$ cat config.mk
export PLATFORM = sky130hd
export DESIGN_NAME = isp_pixel_io_flat
export DESIGN_NICKNAME = d
export VERILOG_FILES = /design/src/rtl/isp_pixel_io_pkg.sv /design/src/rtl/isp_pixel_io_if.sv /design/src/rtl/isp_pixel_io_fifo.sv /design/src/rtl/isp_pixel_io.sv /design/src/flat_wrapper.sv
export SDC_FILE = /design/constraint.sdc
export NUM_CORES = 1
export LEC_CHECK = 0
export CELL_PAD_IN_SITES_DETAIL_PLACEMENT = 0
export CELL_PAD_IN_SITES_GLOBAL_PLACEMENT = 1
export CORE_MARGIN = 2
export CORE_UTILIZATION = 40
export DETAILED_ROUTE_END_ITERATION = 8
export PLACE_DENSITY = 0.7
export SLEW_MARGIN = 30
export SYNTH_ARGS = -nofsm -noshare
export SYNTH_HDL_FRONTEND = slang
export SYNTH_SLANG_ARGS = --single-unit
$ cat constraint.sdc
create_clock -name clk -period 4.52 [get_ports clk]
set_input_delay 0.904 -clock clk [delete_from_list [all_inputs] [get_ports clk]]
set_output_delay 0.904 -clock clk [all_outputs]
set_load 0.05 [all_outputs]
$ cat src/rtl/isp_pixel_io_pkg.sv
// Shared types and constants for the ISP pixel I/O block: FSM states,
// register word indices and CTRL/STATUS bit positions.
package isp_pkg;

    typedef enum logic [1:0] {
        ST_IDLE     = 2'd0,
        ST_WAIT_SOF = 2'd1,
        ST_STREAM   = 2'd2,
        ST_DRAIN    = 2'd3
    } isp_state_t;

    localparam logic [2:0] REG_CTRL   = 3'd0;
    localparam logic [2:0] REG_STATUS = 3'd1;
    localparam logic [2:0] REG_FRAME  = 3'd2;
    localparam logic [2:0] REG_LINE   = 3'd3;

    localparam int unsigned CTRL_EN       = 0;
    localparam int unsigned CTRL_TPG      = 1;
    localparam int unsigned CTRL_MASK_N   = 2;
    localparam int unsigned CTRL_CLR      = 3;
    localparam int unsigned STAT_OVF      = 8;
    localparam int unsigned STAT_STATE_LO = 9;

endpackage

$ cat src/rtl/isp_pixel_io_if.sv
// Word-addressed register bus between the management SoC (master) and
// the ISP pixel I/O block (slave).
interface isp_pixel_io_if;
    logic        valid;
    logic [3:0]  wstrb;
    logic [2:0]  addr;
    logic [31:0] wdata;
    logic        ready;
    logic [31:0] rdata;

    modport master (output valid, wstrb, addr, wdata, input ready, rdata);
    modport slave  (input valid, wstrb, addr, wdata, output ready, rdata);
endinterface

$ cat src/rtl/isp_pixel_io_fifo.sv
// First-word-fall-through synchronous FIFO with exact level and a
// synchronous clear that overrides push and pop.
module isp_sync_fifo #(
    parameter int unsigned WIDTH = 16,
    parameter int unsigned DEPTH = 8
) (
    input  logic                     clk,
    input  logic                     rst_n,
    input  logic                     clear,
    input  logic                     push,
    input  logic                     pop,
    input  logic [WIDTH-1:0]         wdata,
    output logic [WIDTH-1:0]         rdata,
    output logic                     full,
    output logic                     empty,
    output logic [$clog2(DEPTH):0]   level
);
    localparam int unsigned AW = $clog2(DEPTH);

    logic [WIDTH-1:0] mem [DEPTH];
    logic [AW-1:0]    wr_ptr;
    logic [AW-1:0]    rd_ptr;
    logic             do_push;
    logic             do_pop;

    assign do_pop  = pop && !empty;
    // A full FIFO still accepts when the head leaves on the same edge.
    assign do_push = push && (!full || do_pop);
    assign full    = (level == (AW+1)'(DEPTH));
    assign empty   = (level == '0);
    assign rdata   = empty ? '0 : mem[rd_ptr];

    always_ff @(posedge clk or negedge rst_n) begin
        if (!rst_n) begin
            wr_ptr <= '0;
            rd_ptr <= '0;
            level  <= '0;
        end else if (clear) begin
            wr_ptr <= '0;
            rd_ptr <= '0;
            level  <= '0;
        end else begin
            if (do_push) wr_ptr <= wr_ptr + AW'(1);
            if (do_pop)  rd_ptr <= rd_ptr + AW'(1);
            level <= level + (AW+1)'(do_push) - (AW+1)'(do_pop);
        end
    end

    always_ff @(posedge clk) begin
        if (do_push && !clear) mem[wr_ptr] <= wdata;
    end
endmodule

$ cat src/rtl/isp_pixel_io.sv
// ISP pixel I/O slave: sensor stream -> FIFO -> pad bus, with frame/line
// counters, register port and interrupt. Optional TPG: ISP_PIXEL_IO_TPG_EN.
module isp_pixel_io import isp_pkg::*; #(
    parameter int unsigned BITS  = 16,
    parameter int unsigned DEPTH = 8,
    parameter int unsigned CNT_W = 16
) (
    input  logic              clk,
    input  logic              rst_n,
    isp_pixel_io_if.slave     bus,
    input  logic              pix_valid_i,
    input  logic [BITS-1:0]   pix_data_i,
    input  logic              pix_sof_i,
    input  logic              pix_eol_i,
    output logic              out_valid_o,
    input  logic              out_ready_i,
    output logic [BITS-1:0]   out_data_o,
    output logic              irq_o
);
    localparam int unsigned LW = $clog2(DEPTH) + 1;

    isp_state_t         state, state_nxt;
    logic               en, mask_n, ovf, tpg_bit;
    logic [CNT_W-1:0]   frame_cnt, line_cnt;
    logic [LW-1:0]      level;
    logic               full, empty;
    logic               acc, ctrl_wr, clr, ovf_wclr;
    logic               beat_valid, beat_sof, beat_eol;
    logic [BITS-1:0]    beat_data;
    logic               take, push, pop, drop;
    logic [31:0]        rd_mux;

    assign acc      = bus.valid && !bus.ready;
    assign ctrl_wr  = acc && (bus.addr == REG_CTRL) && bus.wstrb[0];
    assign clr      = ctrl_wr && bus.wdata[CTRL_CLR];
    assign ovf_wclr = acc && (bus.addr == REG_STATUS) && bus.wstrb[1] && bus.wdata[STAT_OVF];

`ifdef ISP_PIXEL_IO_TPG_EN
    logic            tpg_on;
    logic [BITS-1:0] tpg_cnt;

    // The pattern also drives WAIT_SOF so its own sof beat opens the frame.
    assign tpg_on = tpg_bit && (state == ST_WAIT_SOF || state == ST_STREAM);

    always_ff @(posedge clk or negedge rst_n) begin
        if (!rst_n)       tpg_cnt <= '0;
        else if (!tpg_on) tpg_cnt <= '0;
        else if (push)    tpg_cnt <= tpg_cnt + BITS'(1);
    end

    always_comb begin
        beat_valid = tpg_on ? 1'b1 : pix_valid_i;
        beat_data  = tpg_on ? tpg_cnt : pix_data_i;
        beat_sof   = tpg_on ? (tpg_cnt == '0) : pix_sof_i;
        beat_eol   = tpg_on ? (tpg_cnt[5:0] == 6'h3f) : pix_eol_i;
    end
`else
    assign tpg_bit    = 1'b0;
    assign beat_valid = pix_valid_i;
    assign beat_data  = pix_data_i;
    assign beat_sof   = pix_sof_i;
    assign beat_eol   = pix_eol_i;
`endif

    assign take        = beat_valid && (state == ST_STREAM || (state == ST_WAIT_SOF && beat_sof));
    assign out_valid_o = !empty;
    assign pop         = out_valid_o && out_ready_i;
    assign push        = take && (!full || pop) && !clr;
    assign drop        = take && full && !pop;

    isp_sync_fifo #(.WIDTH(BITS), .DEPTH(DEPTH)) u_fifo (
        .clk   (clk),
        .rst_n (rst_n),
        .clear (clr),
        .push  (push),
        .pop   (pop),
        .wdata (beat_data),
        .rdata (out_data_o),
        .full  (full),
        .empty (empty),
        .level (level)
    );

    always_ff @(posedge clk or negedge rst_n) begin
        if (!rst_n) state <= ST_IDLE;
        else        state <= state_nxt;
    end

    always_comb begin
        state_nxt = state;
        case (state)
            ST_IDLE:     if (en) state_nxt = ST_WAIT_SOF;
            ST_WAIT_SOF: if (!en) state_nxt = ST_IDLE;
                         else if (push) state_nxt = ST_STREAM;
            ST_STREAM:   if (!en) state_nxt = ST_DRAIN;
            ST_DRAIN:    if (empty) state_nxt = ST_IDLE;
            default:     state_nxt = ST_IDLE;
        endcase
    end

    always_comb begin
        rd_mux = '0;
        case (bus.addr)
            REG_CTRL: begin
                rd_mux[CTRL_EN]     = en;
                rd_mux[CTRL_TPG]    = tpg_bit;
                rd_mux[CTRL_MASK_N] = mask_n;
            end
            REG_STATUS: begin
                rd_mux[LW-1:0]              = level;
                rd_mux[STAT_OVF]            = ovf;
                rd_mux[STAT_STATE_LO +: 2]  = state;
            end
            REG_FRAME: rd_mux[CNT_W-1:0] = frame_cnt;
            REG_LINE:  rd_mux[CNT_W-1:0] = line_cnt;
            default:   ;
        endcase
    end

    always_ff @(posedge clk or negedge rst_n) begin
        if (!rst_n) begin
            bus.ready <= 1'b0;
            bus.rdata <= '0;
            en        <= 1'b0;
            mask_n    <= 1'b0;
            ovf       <= 1'b0;
            frame_cnt <= '0;
            line_cnt  <= '0;
            irq_o     <= 1'b0;
        end else begin
            bus.ready <= acc;
            if (acc) bus.rdata <= rd_mux;
            if (ctrl_wr) begin
                en     <= bus.wdata[CTRL_EN];
                mask_n <= bus.wdata[CTRL_MASK_N];
            end
            if (clr || ovf_wclr) ovf <= 1'b0;
            else if (drop)       ovf <= 1'b1;
            if (clr) begin
                frame_cnt <= '0;
                line_cnt  <= '0;
            end else if (push) begin
                if (beat_sof) begin
                    frame_cnt <= frame_cnt + CNT_W'(1);
                    line_cnt  <= beat_eol ? CNT_W'(1) : '0;
                end else if (beat_eol) begin
                    line_cnt <= line_cnt + CNT_W'(1);
                end
            end
            irq_o <= ovf & mask_n;
        end
    end

`ifdef ISP_PIXEL_IO_TPG_EN
    always_ff @(posedge clk or negedge rst_n) begin
        if (!rst_n)       tpg_bit <= 1'b0;
        else if (ctrl_wr) tpg_bit <= bus.wdata[CTRL_TPG];
    end
`endif
endmodule

$ cat src/flat_wrapper.sv
// flat-port wrapper written by rule: the top's interface ports become plain ports
module isp_pixel_io_flat import isp_pkg::*;
#(
    parameter int unsigned BITS  = 16,
    parameter int unsigned DEPTH = 8,
    parameter int unsigned CNT_W = 16
)
  (clk, rst_n, pix_valid_i, pix_data_i, pix_sof_i, pix_eol_i, out_valid_o, out_ready_i, out_data_o, irq_o, bus_valid, bus_wstrb, bus_addr, bus_wdata, bus_ready, bus_rdata);
  isp_pixel_io_if bus_i ();
  input  logic clk;
  input  logic rst_n;
  input  logic pix_valid_i;
  input  logic [BITS-1:0] pix_data_i;
  input  logic pix_sof_i;
  input  logic pix_eol_i;
  output logic out_valid_o;
  input  logic out_ready_i;
  output logic [BITS-1:0] out_data_o;
  output logic irq_o;
  input wire logic [$bits(bus_i.valid)-1:0] bus_valid;
  input wire logic [$bits(bus_i.wstrb)-1:0] bus_wstrb;
  input wire logic [$bits(bus_i.addr)-1:0] bus_addr;
  input wire logic [$bits(bus_i.wdata)-1:0] bus_wdata;
  output wire logic [$bits(bus_i.ready)-1:0] bus_ready;
  output wire logic [$bits(bus_i.rdata)-1:0] bus_rdata;
  assign bus_i.valid = bus_valid;
  assign bus_i.wstrb = bus_wstrb;
  assign bus_i.addr = bus_addr;
  assign bus_i.wdata = bus_wdata;
  assign bus_ready = bus_i.ready;
  assign bus_rdata = bus_i.rdata;
  isp_pixel_io #(.BITS(BITS), .DEPTH(DEPTH), .CNT_W(CNT_W)) u_core (.clk(clk), .rst_n(rst_n), .bus(bus_i), .pix_valid_i(pix_valid_i), .pix_data_i(pix_data_i), .pix_sof_i(pix_sof_i), .pix_eol_i(pix_eol_i), .out_valid_o(out_valid_o), .out_ready_i(out_ready_i), .out_data_o(out_data_o), .irq_o(irq_o));
endmodule
== Word level (Yosys, flattened, before mapping) ==
Memories as Yosys holds them, arrays and structs flattened.
Cells that the tools add are included.
Word-level totals
  flip-flop bits (word level): 65
  memory bits (writable): 128
  input bits: 62
  output and inout port bits: 51
  word-level logic and storage cells: 98
  memories kept: 1
Memory list
  u_core.u_fifo.mem: depth 8, bits a word 16, rd ports 1, clocked after memory_dff 0, write ports 1, RTL line isp_pixel_io_fifo.sv:20  | logic [WIDTH-1:0] mem [DEPTH];
Operators by class
  add/sub/neg operators: 6
  eq/ne operators: 11
  muxes and demuxes: 29
  bitwise operators: 1
  reduce and logical (&&, ||, !) cells: 38
Operators by type and width (number)
  two-way mux 16 bit: 8
  adder 16 x 1 -> 16 bit (second input constant): 2
  logical AND 1 bit: 17
  two-way mux 3 bit: 4
  case mux 3 bit (4 select lines): 1
  two-way mux 2 bit: 5
  case mux 5 bit (2 select lines): 1
  nonzero test 2 bit: 5
  case mux 3 bit (3 select lines): 1
  case mux 2 bit (4 select lines): 1
  case mux 4 bit (2 select lines): 1
  adder 3 x 1 -> 3 bit (second input constant): 2
  == test 3 x 2 -> 1 bit (second input constant): 2
  zero test 1 bit: 5
  two-way mux 1 bit: 5
  adder 4 x 1 -> 4 bit: 1
  == test 2 bit (second input constant): 2
  == test 4 bit (second input constant): 1
  zero test 4 bit: 1
  logical OR 1 bit: 4
  two-way mux 4 bit: 1
  inequality test 2 x 1 -> 1 bit (second input constant): 2
  AND reduction 2 bit: 2
  AND reduction 4 bit: 1
  other kinds (10): 10

== Depth between registers and ports, before layout ==
  depth after elaboration: 11
  mapped depth: 13
  gate-level depth less buffers: 12

== By module ==
A second synthesis with hierarchy kept.
Unflattened totals
  cells, all modules: 590
  area total of the unflattened synthesis: 8567.0 um^2
Modules (own cells, without submodules)
  isp_sync_fifo: times used 1, cells an instance 268, area each 5515.3 um^2, sequential area each 4093.9 um^2
  isp_pixel_io: times used 1, cells an instance 322, area each 3051.7 um^2, sequential area each 1376.3 um^2

== Worst setup path after synthesis ==
No wires, ideal clock.
  path kind: input port to flip-flop
  start point: input port out_ready_i
  end point: memory u_core.u_fifo.mem[0][0] (enable)
  setup time: 0.409 ns
  arrival time: 3.050 ns
  data required time: 4.111 ns
  setup slack: 1.061 ns
  stages: 5
  buffers on the path: 1
  cell sequence: nand2b_1 > a221o_1 > buf_6 > or3_4 > nor3_1
Between the ends
  longest elaborated chain between the ends: 8
  elaborated cells between the ends (all ways): 10
  classes of those cells: 2 x mux; 8 x reduce/logical
Ends and longest elaborated chain
  start, declared: RTL line flat_wrapper.sv:17  | input logic out_ready_i;
  logical AND 1 bit *: RTL line isp_pixel_io.sv:67  | assign pop = out_valid_o && out_ready_i;
  logical OR 1 bit: RTL line isp_pixel_io.sv:68  | assign push = take && (!full || pop) && !clr;
  logical AND 1 bit (2 in a row): RTL line isp_pixel_io.sv:68
  logical AND 1 bit *: RTL line isp_pixel_io_fifo.sv:28  | assign do_push = push && (!full || do_pop);
  logical AND 1 bit *: RTL line isp_pixel_io_fifo.sv:50  | if (do_push && !clear) mem[wr_ptr] <= wdata;
  two-way mux 1 bit *: RTL line isp_pixel_io_fifo.sv:50
  two-way mux 1 bit (not written as such) *: RTL line isp_pixel_io_fifo.sv:50
  end, declared: RTL line isp_pixel_io_fifo.sv:20
Every way passes the cells marked *; elsewhere a longest branch is shown, timed or not.

== Final worst setup path ==
  start point: register u_core.u_fifo.rd_ptr[0]
  end point: output port out_data_o[4]
Between the ends
  longest elaborated chain between the ends: 2
Ends and longest elaborated chain
  start, declared: RTL line isp_pixel_io_fifo.sv:22  | logic [AW-1:0] rd_ptr;
  start signal, assigned: RTL line isp_pixel_io_fifo.sv:44  | if (do_pop) rd_ptr <= rd_ptr + AW'(1);
  memory read (8 x 16 bit)
  two-way mux 16 bit: RTL line isp_pixel_io_fifo.sv:31  | assign rdata = empty ? '0 : mem[rd_ptr];
  end, declared: RTL line flat_wrapper.sv:18  | output logic [BITS-1:0] out_data_o;
Every way passes these cells.

==> impl_results.md <==
* Sequential share of the synthesized area at between 60% and 70%
* Sw frac at approximately 37%
* Num rows at 54
* HPWL Detailed at ~13,000 microns
* Non-Filler Instances at 984
* Cell taking the most area after synthesis: edfxtp_1
* Clk Latency, worst-skew pair at 0.43 ns
* EDFF count, synth at between 100 and 150
* Worst-Margin Slew at between 0.8 and 0.9 ns
* Slew Limit Fails at 0
* Startpoint Class: flip-flop
* Combinational power share at 36.3%
* Postcts setup bufs at 0
* Hold Crit Class: in2async
* Final hold slack at 0.4454 ns
* Mux share of post-synthesis cell area at 13.26%
* Peak Freq at 260.2 MHz
* Final hold vios at 0
* Compound-Gate Fraction of Synth Area at 7.143%
* FF-to-FF Start: u_core.u_fifo.level[2]
* Post-layout power at 5.811 mW
* CP Class: reg2out
* Synth Cell Area at 8776 sq um
* Fin crit period at 3.843 ns
* Top cells by area, synth: edfxtp_1, dfrtp_1, mux4_2
* PortBufs at 66
* Post-Synth Simple-Gate Area at 11.01%
* Largest family of logic cells by synthesized area: multiplexers
* Worst-case clock buffer depth at 2
* Initial antenna violation count at 0
* Flops & latches, synth at approximately 190
* Post-Synth Adder-Cell Area at under 10%
* Final Util at between 40% and 50%
* Total CTS buffers at 17
* PwrDens at approximately 560 nW/um^2
* LEAKAGE at 3.744 nW
* First-pass GRT wire length at 30,870 microns
* Clock transition at path regs at around 0.070 ns
* Core ar. at between 20,000 and 25,000 sq um
* Yosys cell types at 57
* Hold_buf cts at 0
* Total track usage at 17.11%
* Starting DRC count in detailed routing at 480
* Status: finished, final reports clean
* Worst vdd ir at 249.3 uV
* Die area at 23,140 sq um
* Final #Nets at around 760
* Post-synthesis instance total at 620
* Ratio of cells with drive above 1 in the final layout at ~15%
* Max cap viols at 0
* Commonest cells post-synth: edfxtp_1, dfrtp_1, nand2_1, mux4_2, nor2_1
* Number of global-route vias before repair at ~5,500
* CTS H-tree depth at 4
* Die W at 152.1 microns
* Clock share of power at 24.4%
* Async set or reset register ratio after synthesis at 33.68%
* Cell Int Power at 3.664 mW
* Via count at 5,387
* Final WL at 19,260 microns
* Residual DRC at 0
* Setup TNS at 0 ns
* Synthesized area per cell at 14.15 sq um
* Worst rel slew slack at 43.34%
* Synth Area in XOR/XNOR at less than 1%
* Grt ovf at 0
* Yosys warning total at 0
* Pin count of the biggest net entering global routing at 42
* Net Switching at between 2 and 2.5 mW
* Worst Skew at 0.008367 ns
* Antenna cells at 0
* Gp weighted congestion at 0.7659
* CP max FO at 23
* Post-route ant nets at 0
* Finish-stage setup viols at 0
* TritonCTS clock tree: yes
* DRT Pass-1 Iters at 4
* Clock Sink Count at 193
* Top-count cell post-synth: edfxtp_1
* Dpl cells at between 900 and 1,000
* RSZ-0062 raised after global routing: no
* Initial core utilization at 40.46%
* Main flop type after synthesis: edfxtp_1
* Arr. time, crit path at 2.94 ns
* Area Overhead vs Synth at 17.56%
* CTS resizes at 0
* DR vias/cell at 5.475
* Die Ht at 152.1 microns
* Critical Path End Type: primary output
* Required @ worst endpoint at roughly 3.6 ns
* CTS Root Cell: clkbuf_16
* Top cell type's share of synthesized area at a little over two fifths
* CP Launch Point: u_core.u_fifo.rd_ptr[0]
* Wire per inst at 19.58 microns
* IO Count at 113
* Period utilisation layout at 85.01%
* Sequential share of power at 39.3%
==> layout make-up <==
| cell class | instances | area [sq um] |
|---|---|---|
| clock buffers | 18 | 429.2 |
| clock inverters | 14 | 123.9 |
| fillers | 1891 | 11370 |
| inverters | 13 | 48.80 |
| multi-input cells | 376 | 3043 |
| flip-flops and latches | 193 | 5472 |
| well taps | 280 | 350.3 |
| repair buffers | 90 | 850.8 |
==> routing by layer <==
metal | share of wire [%] | GRT usage (%) | vias up
met5 | 0 | 0 | -
met4 | 1.4 | 4.806 | 0
met3 | 3.5 | 3.480 | 20
met2 | 48 | 26.81 | 106
met1 | 47 | 24.46 | 2768
li1 | - | - | 2493
==> power groups by stage <==
| stage | Clock [mW] | Combinational, mW | Sequential (mW) |
|---|---|---|---|
| 2_1_floorplan | 0 | 1.54 | 2.25 |
| 3_3_place_gp | 0 | 2.10 | 2.31 |
| 4_1_cts | 1.45 | 2.14 | 2.28 |
| 6_report | 1.42 | 2.11 | 2.28 |
| 3_5_place_dp | 0 | 2.13 | 2.31 |
| 5_1_grt | 1.52 | 2.26 | 2.31 |
==> placed cells by master, fill, tap and decap left out, drive strengths merged, types with 21 or more instances in the layout <==
master | synthesis | layout
mux2i | 33 | 33
mux4 | 34 | 34
nor2 | 34 | 34
buf | 31 | 25
nand2 | 41 | 41
inv | 13 | 21
clkdlybuf4s50 | 0 | 65
o21ai | 22 | 22
nand3 | 32 | 32
edfxtp | 128 | 128
dfrtp | 65 | 65
==> through the flow <==
| step | setup slack, ns | cell area (sq um) |
|---|---|---|
| floorplan | 1.061 | 8832 |
| detailed placement | 0.8716 | 9761 |
| global placement | 0.9096 | 9761 |
| global route | 0.5233 | 10320 |
| finish | 0.6775 | 10320 |
| CTS | 0.6077 | 10310 |
==> critical path, cell delays in order, from the launching register on <==
cell	delay (ns)
dfrtp_2	0.63
buf_12	0.27
mux4_2	0.53
mux2i_1	0.26
nor2_1	0.08
clkdlybuf4s50_1	0.71
==> registers in the layout (all words and copies together) (netlist names), named ones only <==
signal	count
u_core.bus.ready	1
u_core.frame_cnt	16
u_core.irq_o	1
u_core.u_fifo.mem	128
u_core.en	1
u_core.u_fifo.rd_ptr	3
u_core.bus.rdata	16
u_core.ovf	1
u_core.line_cnt	16
u_core.mask_n	1
u_core.u_fifo.level	4
u_core.u_fifo.wr_ptr	3
u_core.state	1
==> final timing paths <==
| path | end | slack, ns | cells past startpoint |
|---|---|---|---|
| setup / recovery | out_data_o[4] | 0.68 | 5 |
| hold / removal | u_core.frame_cnt[11] | 0.45 | 1 |
| setup reg to reg | u_core.u_fifo.level[2] | 1.78 | 12 |
| hold reg to reg | u_core.bus.rdata[6] | 0.49 | 2 |
| max in group asynchronous | u_core.u_fifo.rd_ptr[0] | 3.28 | 2 |
| min in group clk | u_core.bus.rdata[6] | 0.49 | 2 |
==> cells by family (layout without fill, tap and decap cells) <==
logic type               Yosys count  count (layout)
other                              1              16
adder cells (fa/ha/maj)           11              11
AND/OR/NAND/NOR                  180             180
multiplexers                      73              73
XOR/XNOR                           8               8
buffers and inverters             66             135
AO/OA/AOI/OAI                     88              88
flip-flops                       193             193
No activity file was read; power rests on OpenSTA's default activity.
